## config.mk

```make
export PLATFORM = sky130hd
export DESIGN_NAME = stream_downsize_flat
export DESIGN_NICKNAME = d
export VERILOG_FILES = /design/src/rtl/stream_pkg.sv /design/src/rtl/stream_downsize_if.sv /design/src/rtl/stream_downsize_word_picker.sv /design/src/rtl/stream_downsize.sv /design/src/flat_wrapper.sv
export SDC_FILE = /design/constraint.sdc
export NUM_CORES = 1
export LEC_CHECK = 0
export ABC_CLOCK_PERIOD_IN_PS = 3200
export BUFFER_PORTS_ARGS = -buffer_cell sky130_fd_sc_hd__buf_2
export CAP_MARGIN = 20
export CORE_AREA = 4 4 41 43
export CTS_CLUSTER_SIZE = 24
export DETAILED_ROUTE_END_ITERATION = 10
export DIE_AREA = 0 0 45 47
export GPL_TIMING_DRIVEN = 0
export PLACE_DENSITY = 0.78
export SLEW_MARGIN = 20
export SYNTH_ARGS = -nofsm -noshare
export SYNTH_HDL_FRONTEND = slang
export SYNTH_SLANG_ARGS = --single-unit
```

## constraint.sdc

```tcl
create_clock -name clk_i -period 3.2 [get_ports clk_i]
set_input_delay 0.8 -clock clk_i [delete_from_list [all_inputs] [get_ports clk_i]]
set_output_delay 0.8 -clock clk_i [all_outputs]
set_load 0.005 [all_outputs]
```

## src/rtl/stream_pkg.sv

```systemverilog
// Shared mask helpers for the stream width converters.
// A mask is passed zero-extended to MASK_MAX bits.
package stream_pkg;

  localparam int unsigned MASK_MAX = 32;

  function automatic logic is_onehot(input logic [MASK_MAX-1:0] mask);
    return (mask != '0) && ((mask & (mask - MASK_MAX'(1))) == '0);
  endfunction

  function automatic int unsigned lowest_set_idx(input logic [MASK_MAX-1:0] mask);
    int unsigned idx;
    logic        found;
    idx   = 0;
    found = 1'b0;
    for (int unsigned i = 0; i < MASK_MAX; i++) begin
      if (mask[i] && !found) begin
        idx   = i;
        found = 1'b1;
      end
    end
    return idx;
  endfunction

endpackage

```

## src/rtl/stream_downsize_if.sv

```systemverilog
// Wide-in / narrow-out stream bundle for stream_downsize.
// The slave modport is the converter; the master modport is its environment.
interface stream_downsize_if #(
  parameter int unsigned T_DATA_WIDTH = 4,
  parameter int unsigned T_DATA_RATIO = 2
);
  logic [T_DATA_WIDTH-1:0] s_data [T_DATA_RATIO];
  logic [T_DATA_RATIO-1:0] s_keep;
  logic                    s_last;
  logic                    s_valid;
  logic                    s_ready;
  logic [T_DATA_WIDTH-1:0] m_data;
  logic                    m_last;
  logic                    m_valid;
  logic                    m_ready;

  modport master (
    output s_data, s_keep, s_last, s_valid, m_ready,
    input  s_ready, m_data, m_last, m_valid
  );

  modport slave (
    input  s_data, s_keep, s_last, s_valid, m_ready,
    output s_ready, m_data, m_last, m_valid
  );
endinterface

```

## src/rtl/stream_downsize_word_picker.sv

```systemverilog
// Picks the next word to emit from the remaining-keep mask:
// its index, a mask isolating it, and whether it is the only one left.
module downsize_word_picker
  import stream_pkg::*;
#(
  parameter int unsigned T_DATA_RATIO = 2
) (
  input  logic [T_DATA_RATIO-1:0]         pend,
  output logic [$clog2(T_DATA_RATIO)-1:0] sel,
  output logic [T_DATA_RATIO-1:0]         clr,
  output logic                            onehot
);
  localparam int unsigned SEL_W = $clog2(T_DATA_RATIO);

  logic [MASK_MAX-1:0] wide;

  always_comb begin
    wide   = MASK_MAX'(pend);
    sel    = SEL_W'(lowest_set_idx(wide));
    // two's-complement trick isolates the lowest set bit
    clr    = pend & (~pend + T_DATA_RATIO'(1));
    onehot = is_onehot(wide);
  end
endmodule

```

## src/rtl/stream_downsize.sv

```systemverilog
// Serialises a wide beat into narrow words, emitting only kept words
// lowest index first; the last kept word carries the packet's last flag.
module stream_downsize
  import stream_pkg::*;
#(
  parameter int unsigned T_DATA_WIDTH = 4,
  parameter int unsigned T_DATA_RATIO = 2
) (
  input logic              clk_i,
  input logic              rst_i,
  stream_downsize_if.slave bus
);
  localparam int unsigned SEL_W = $clog2(T_DATA_RATIO);

  typedef logic [T_DATA_WIDTH-1:0] word_t;

  word_t                   data_q [T_DATA_RATIO];
  logic [T_DATA_RATIO-1:0] pend_q;
  logic                    last_q;

  logic [SEL_W-1:0]        sel;
  logic [T_DATA_RATIO-1:0] clr;
  logic                    onehot;
  logic                    ready;
  logic                    accept;
  logic                    handshake;

  downsize_word_picker #(
    .T_DATA_RATIO(T_DATA_RATIO)
  ) picker (
    .pend  (pend_q),
    .sel   (sel),
    .clr   (clr),
    .onehot(onehot)
  );

  // ready also while the final pending word leaves, so beats stream without a bubble
  always_comb begin
    ready       = (pend_q == '0) | (bus.m_ready & onehot);
    accept      = bus.s_valid & ready;
    handshake   = (|pend_q) & bus.m_ready;
    bus.s_ready = ready;
    bus.m_valid = |pend_q;
    bus.m_data  = data_q[sel];
    bus.m_last  = last_q & onehot;
  end

  always_ff @(posedge clk_i) begin
    if (rst_i) begin
      pend_q <= '0;
      last_q <= 1'b0;
      for (int unsigned i = 0; i < T_DATA_RATIO; i++) data_q[i] <= '0;
    end else if (accept) begin
      pend_q <= bus.s_keep;
      last_q <= bus.s_last;
      for (int unsigned i = 0; i < T_DATA_RATIO; i++) data_q[i] <= bus.s_data[i];
    end else if (handshake) begin
      pend_q <= pend_q & ~clr;
    end
  end
endmodule

```

## src/flat_wrapper.sv

```systemverilog
// flat-port wrapper written by rule: the top's interface ports become plain ports
module stream_downsize_flat import stream_pkg::*;
#(
  parameter int unsigned T_DATA_WIDTH = 4,
  parameter int unsigned T_DATA_RATIO = 2
)
  (clk_i, rst_i, bus_s_data, bus_s_keep, bus_s_last, bus_s_valid, bus_m_ready, bus_s_ready, bus_m_data, bus_m_last, bus_m_valid);
  stream_downsize_if #(.T_DATA_WIDTH(T_DATA_WIDTH), .T_DATA_RATIO(T_DATA_RATIO)) bus_i ();
  input logic clk_i;
  input logic rst_i;
  input wire logic [$bits(bus_i.s_data)-1:0] bus_s_data;
  input wire logic [$bits(bus_i.s_keep)-1:0] bus_s_keep;
  input wire logic [$bits(bus_i.s_last)-1:0] bus_s_last;
  input wire logic [$bits(bus_i.s_valid)-1:0] bus_s_valid;
  input wire logic [$bits(bus_i.m_ready)-1:0] bus_m_ready;
  output wire logic [$bits(bus_i.s_ready)-1:0] bus_s_ready;
  output wire logic [$bits(bus_i.m_data)-1:0] bus_m_data;
  output wire logic [$bits(bus_i.m_last)-1:0] bus_m_last;
  output wire logic [$bits(bus_i.m_valid)-1:0] bus_m_valid;
  assign bus_i.s_data = {>>{bus_s_data}};
  assign bus_i.s_keep = bus_s_keep;
  assign bus_i.s_last = bus_s_last;
  assign bus_i.s_valid = bus_s_valid;
  assign bus_i.m_ready = bus_m_ready;
  assign bus_s_ready = bus_i.s_ready;
  assign bus_m_data = bus_i.m_data;
  assign bus_m_last = bus_i.m_last;
  assign bus_m_valid = bus_i.m_valid;
  stream_downsize #(.T_DATA_WIDTH(T_DATA_WIDTH), .T_DATA_RATIO(T_DATA_RATIO)) u_core (.clk_i(clk_i), .rst_i(rst_i), .bus(bus_i));
endmodule
```

==> impl_metrics.json <==
{
  "status": "completed",
  "setup_tns_ns": 0,
  "synth.distinct_cells": 18,
  "path_cells": "inv_1, ha_1, a21oi_2, inv_2, buf_2",
  "wl_per_cell_um": 10.8,
  "post_cts_buffers": 0,
  "max_freq_ghz": 0.430,
  "clkSinkCount": 11,
  "slowest_stage": "dfxtp_1",
  "cts-root-buf": "clkbuf_4",
  "synth_nets": 62,
  "viasPerCell": 5.04,
  "coreArea_um2": 1300,
  "start_util": 0.421,
  "drc": 0,
  "stdcell_count": 84,
  "antenna_found_initial": 0,
  "num_vias": 423,
  "critPathMaxStageDelay_ns": 0.36,
  "area.growth.synth_to_final_pct": 27.4,
  "p_total_uw": 333,
  "met2_wirelength_um": 462,
  "slew_violations": 0,
  "hold_violations": 0,
  "clk_pin_slew_ns": 0.07,
  "first_global_vias": 381,
  "grt_setup_unrepaired": "no",
  "seq_area_frac_synth": 0.548,
  "hp-class": "reg2reg",
  "grt_max_degree": 9,
  "finalSetupViolCount": 0,
  "wl_met1_um": 343,
  "end_kind": "output port",
  "path_class": "reg2out",
  "clock_skew_ns": 0.00227,
  "die_y_um": 47,
  "final_common_cell": "buf_2",
  "cp-startpoint": "u_core.pend_q[0]$_SDFFE_PP0P_",
  "avgSynthCellArea_um2": 12.5,
  "critPathTopFamily": "flip-flops",
  "portBuffers": 21,
  "hp-start": "u_core.last_q$_SDFFE_PP0P_",
  "ys_warn_count": 0,
  "clockBufferDepth": 2,
  "hpwlAfterDp_um": 694,
  "power_density_nw_per_um2": 476,
  "worstMarginPinSlew_ns": 0.306,
  "ios": 22,
  "p_leak_uw": 0.000329,
  "ir_drop_mv": 0.248,
  "drt-initial-drc-count": 2,
  "worst_hold_slack_ns": 0.489,
  "drive_gt1_frac": 0.449,
  "htreeDepth": 1,
  "dr.pass1.iters": 4,
  "period_share": 0.726,
  "cts_resized": 0,
  "period_minus_slack_ns": 2.32,
  "layout.nets": 88,
  "gp_congestion": 0.765,
  "grt_first_pass_wirelength_mm": 1.41,
  "syn_inst": 44,
  "cts_buffers": 3,
  "maxSlewHeadroom": 0.796,
  "timing.rr.start": "u_core.pend_q[0]$_SDFFE_PP0P_",
  "synth_area_um2": 548,
  "cts_tree": "done",
  "drv_cap": 0,
  "layout_common_cells": "21 x buf_2, 9 x and2_1, 8 x edfxtp_1",
  "clk_latency_ns": 0.27,
  "rows": 13,
  "place_inst": 80,
  "highest_layer": "met4",
  "ant_nets": 0,
  "start_kind": "register",
  "crit_arrival_ns": 1.52,
  "cts_hold_buffers": 0,
  "path_buf_inv": 3,
  "met3_length_um": 66,
  "grt_usage": 0.0980,
  "die_w_um": 45,
  "path_max_fanout": 5,
  "synth-seq-cells": 11,
  "dieArea_um2": 2120,
  "cp.required_ns": 2.40,
  "postRouteWirelength_um": 906,
  "gr-total-overflow": 0,
  "diodes": 0
}
-- registers in the layout, indices dropped and copies added (netlist names) --
| name | count |
|---|---|
| u_core.pend_q | 2 |
| u_core.last_q | 1 |
| u_core.data_q | 8 |
-- synth_stat cells (all sizes together) --
cell type | number | area (um^2)
and2 | 9 | 56.3
edfxtp | 8 | 240
inv | 5 | 18.8
mux2 | 4 | 45.0
dfxtp | 3 | 60.1
ha | 3 | 37.5
a21oi | 2 | 13.8
o21ai | 2 | 10.0
a21o | 1 | 7.51
a221oi | 1 | 8.76
a31oi | 1 | 6.26
a32oi | 1 | 8.76
mux2i | 1 | 10.0
nand3 | 1 | 5.00
nor2 | 1 | 3.75
nor3 | 1 | 16.3
-- worst reg2reg max path, stage by stage, from the launching register on --
cell and delay [ns]:
dfxtp_1 0.36, inv_1 0.07, ha_1 0.31, a21oi_2 0.27
inv_2 0.10, a21o_1 0.30
-- final cells by class --
type | instances | area (um^2)
Inverter | 5 | 18.8
Multi-Input combinational cell | 28 | 229
Tap cell | 15 | 18.8
Sequential cell | 11 | 300
Clock buffer | 4 | 26.3
Fill cell | 121 | 603
Timing Repair Buffer | 21 | 105
-- where the power goes --
group | internal (uW) | switching, uW
registers | 168 | 4.26
clock network | 48.2 | 44.2
logic | 34.2 | 33.4
total | 251 | 81.8
-- logic make-up (layout without fill, tap and decap cells) --
| group | after synthesis | after routing | synth area share |
|---|---|---|---|
| simple gates | 12 | 12 | 0.148 |
| flops | 11 | 11 | 0.548 |
| compound gates | 8 | 8 | 0.100 |
| mux | 5 | 5 | 0.100 |
| buf+inv | 5 | 30 | 0.0342 |
| fa+ha+maj | 3 | 3 | 0.0685 |
-- path summary, 6_finish.rpt --
check	cells past startpoint	to	slack (ns)
max	5	bus_s_ready	0.88
min	2	u_core.last_q$_SDFFE_PP0P_	0.49
max reg2reg	5	u_core.data_q[0][3]$_SDFFCE_PN0P_	1.51
min reg2reg	2	u_core.last_q$_SDFFE_PP0P_	0.49
-- metrics by stage --
| stage | utilization | area [um^2] | worst slack, ns |
|---|---|---|---|
| finish | 0.537 | 698 | 0.876 |
| floorplan | - | 548 | 1.29 |
| CTS | 0.537 | 698 | 0.869 |
| global placement | 0.516 | 672 | 0.997 |
| global route | 0.537 | 698 | 0.789 |
| detailed placement | 0.516 | 672 | 0.985 |
-- per-layer routing --
metal,track usage,vias up
li1,-,208
met2,0.172,14
met3,0.0421,5
met4,0.0877,0
met1,0.0835,196
met5,0,-
Power figures use the tool's default switching activity.
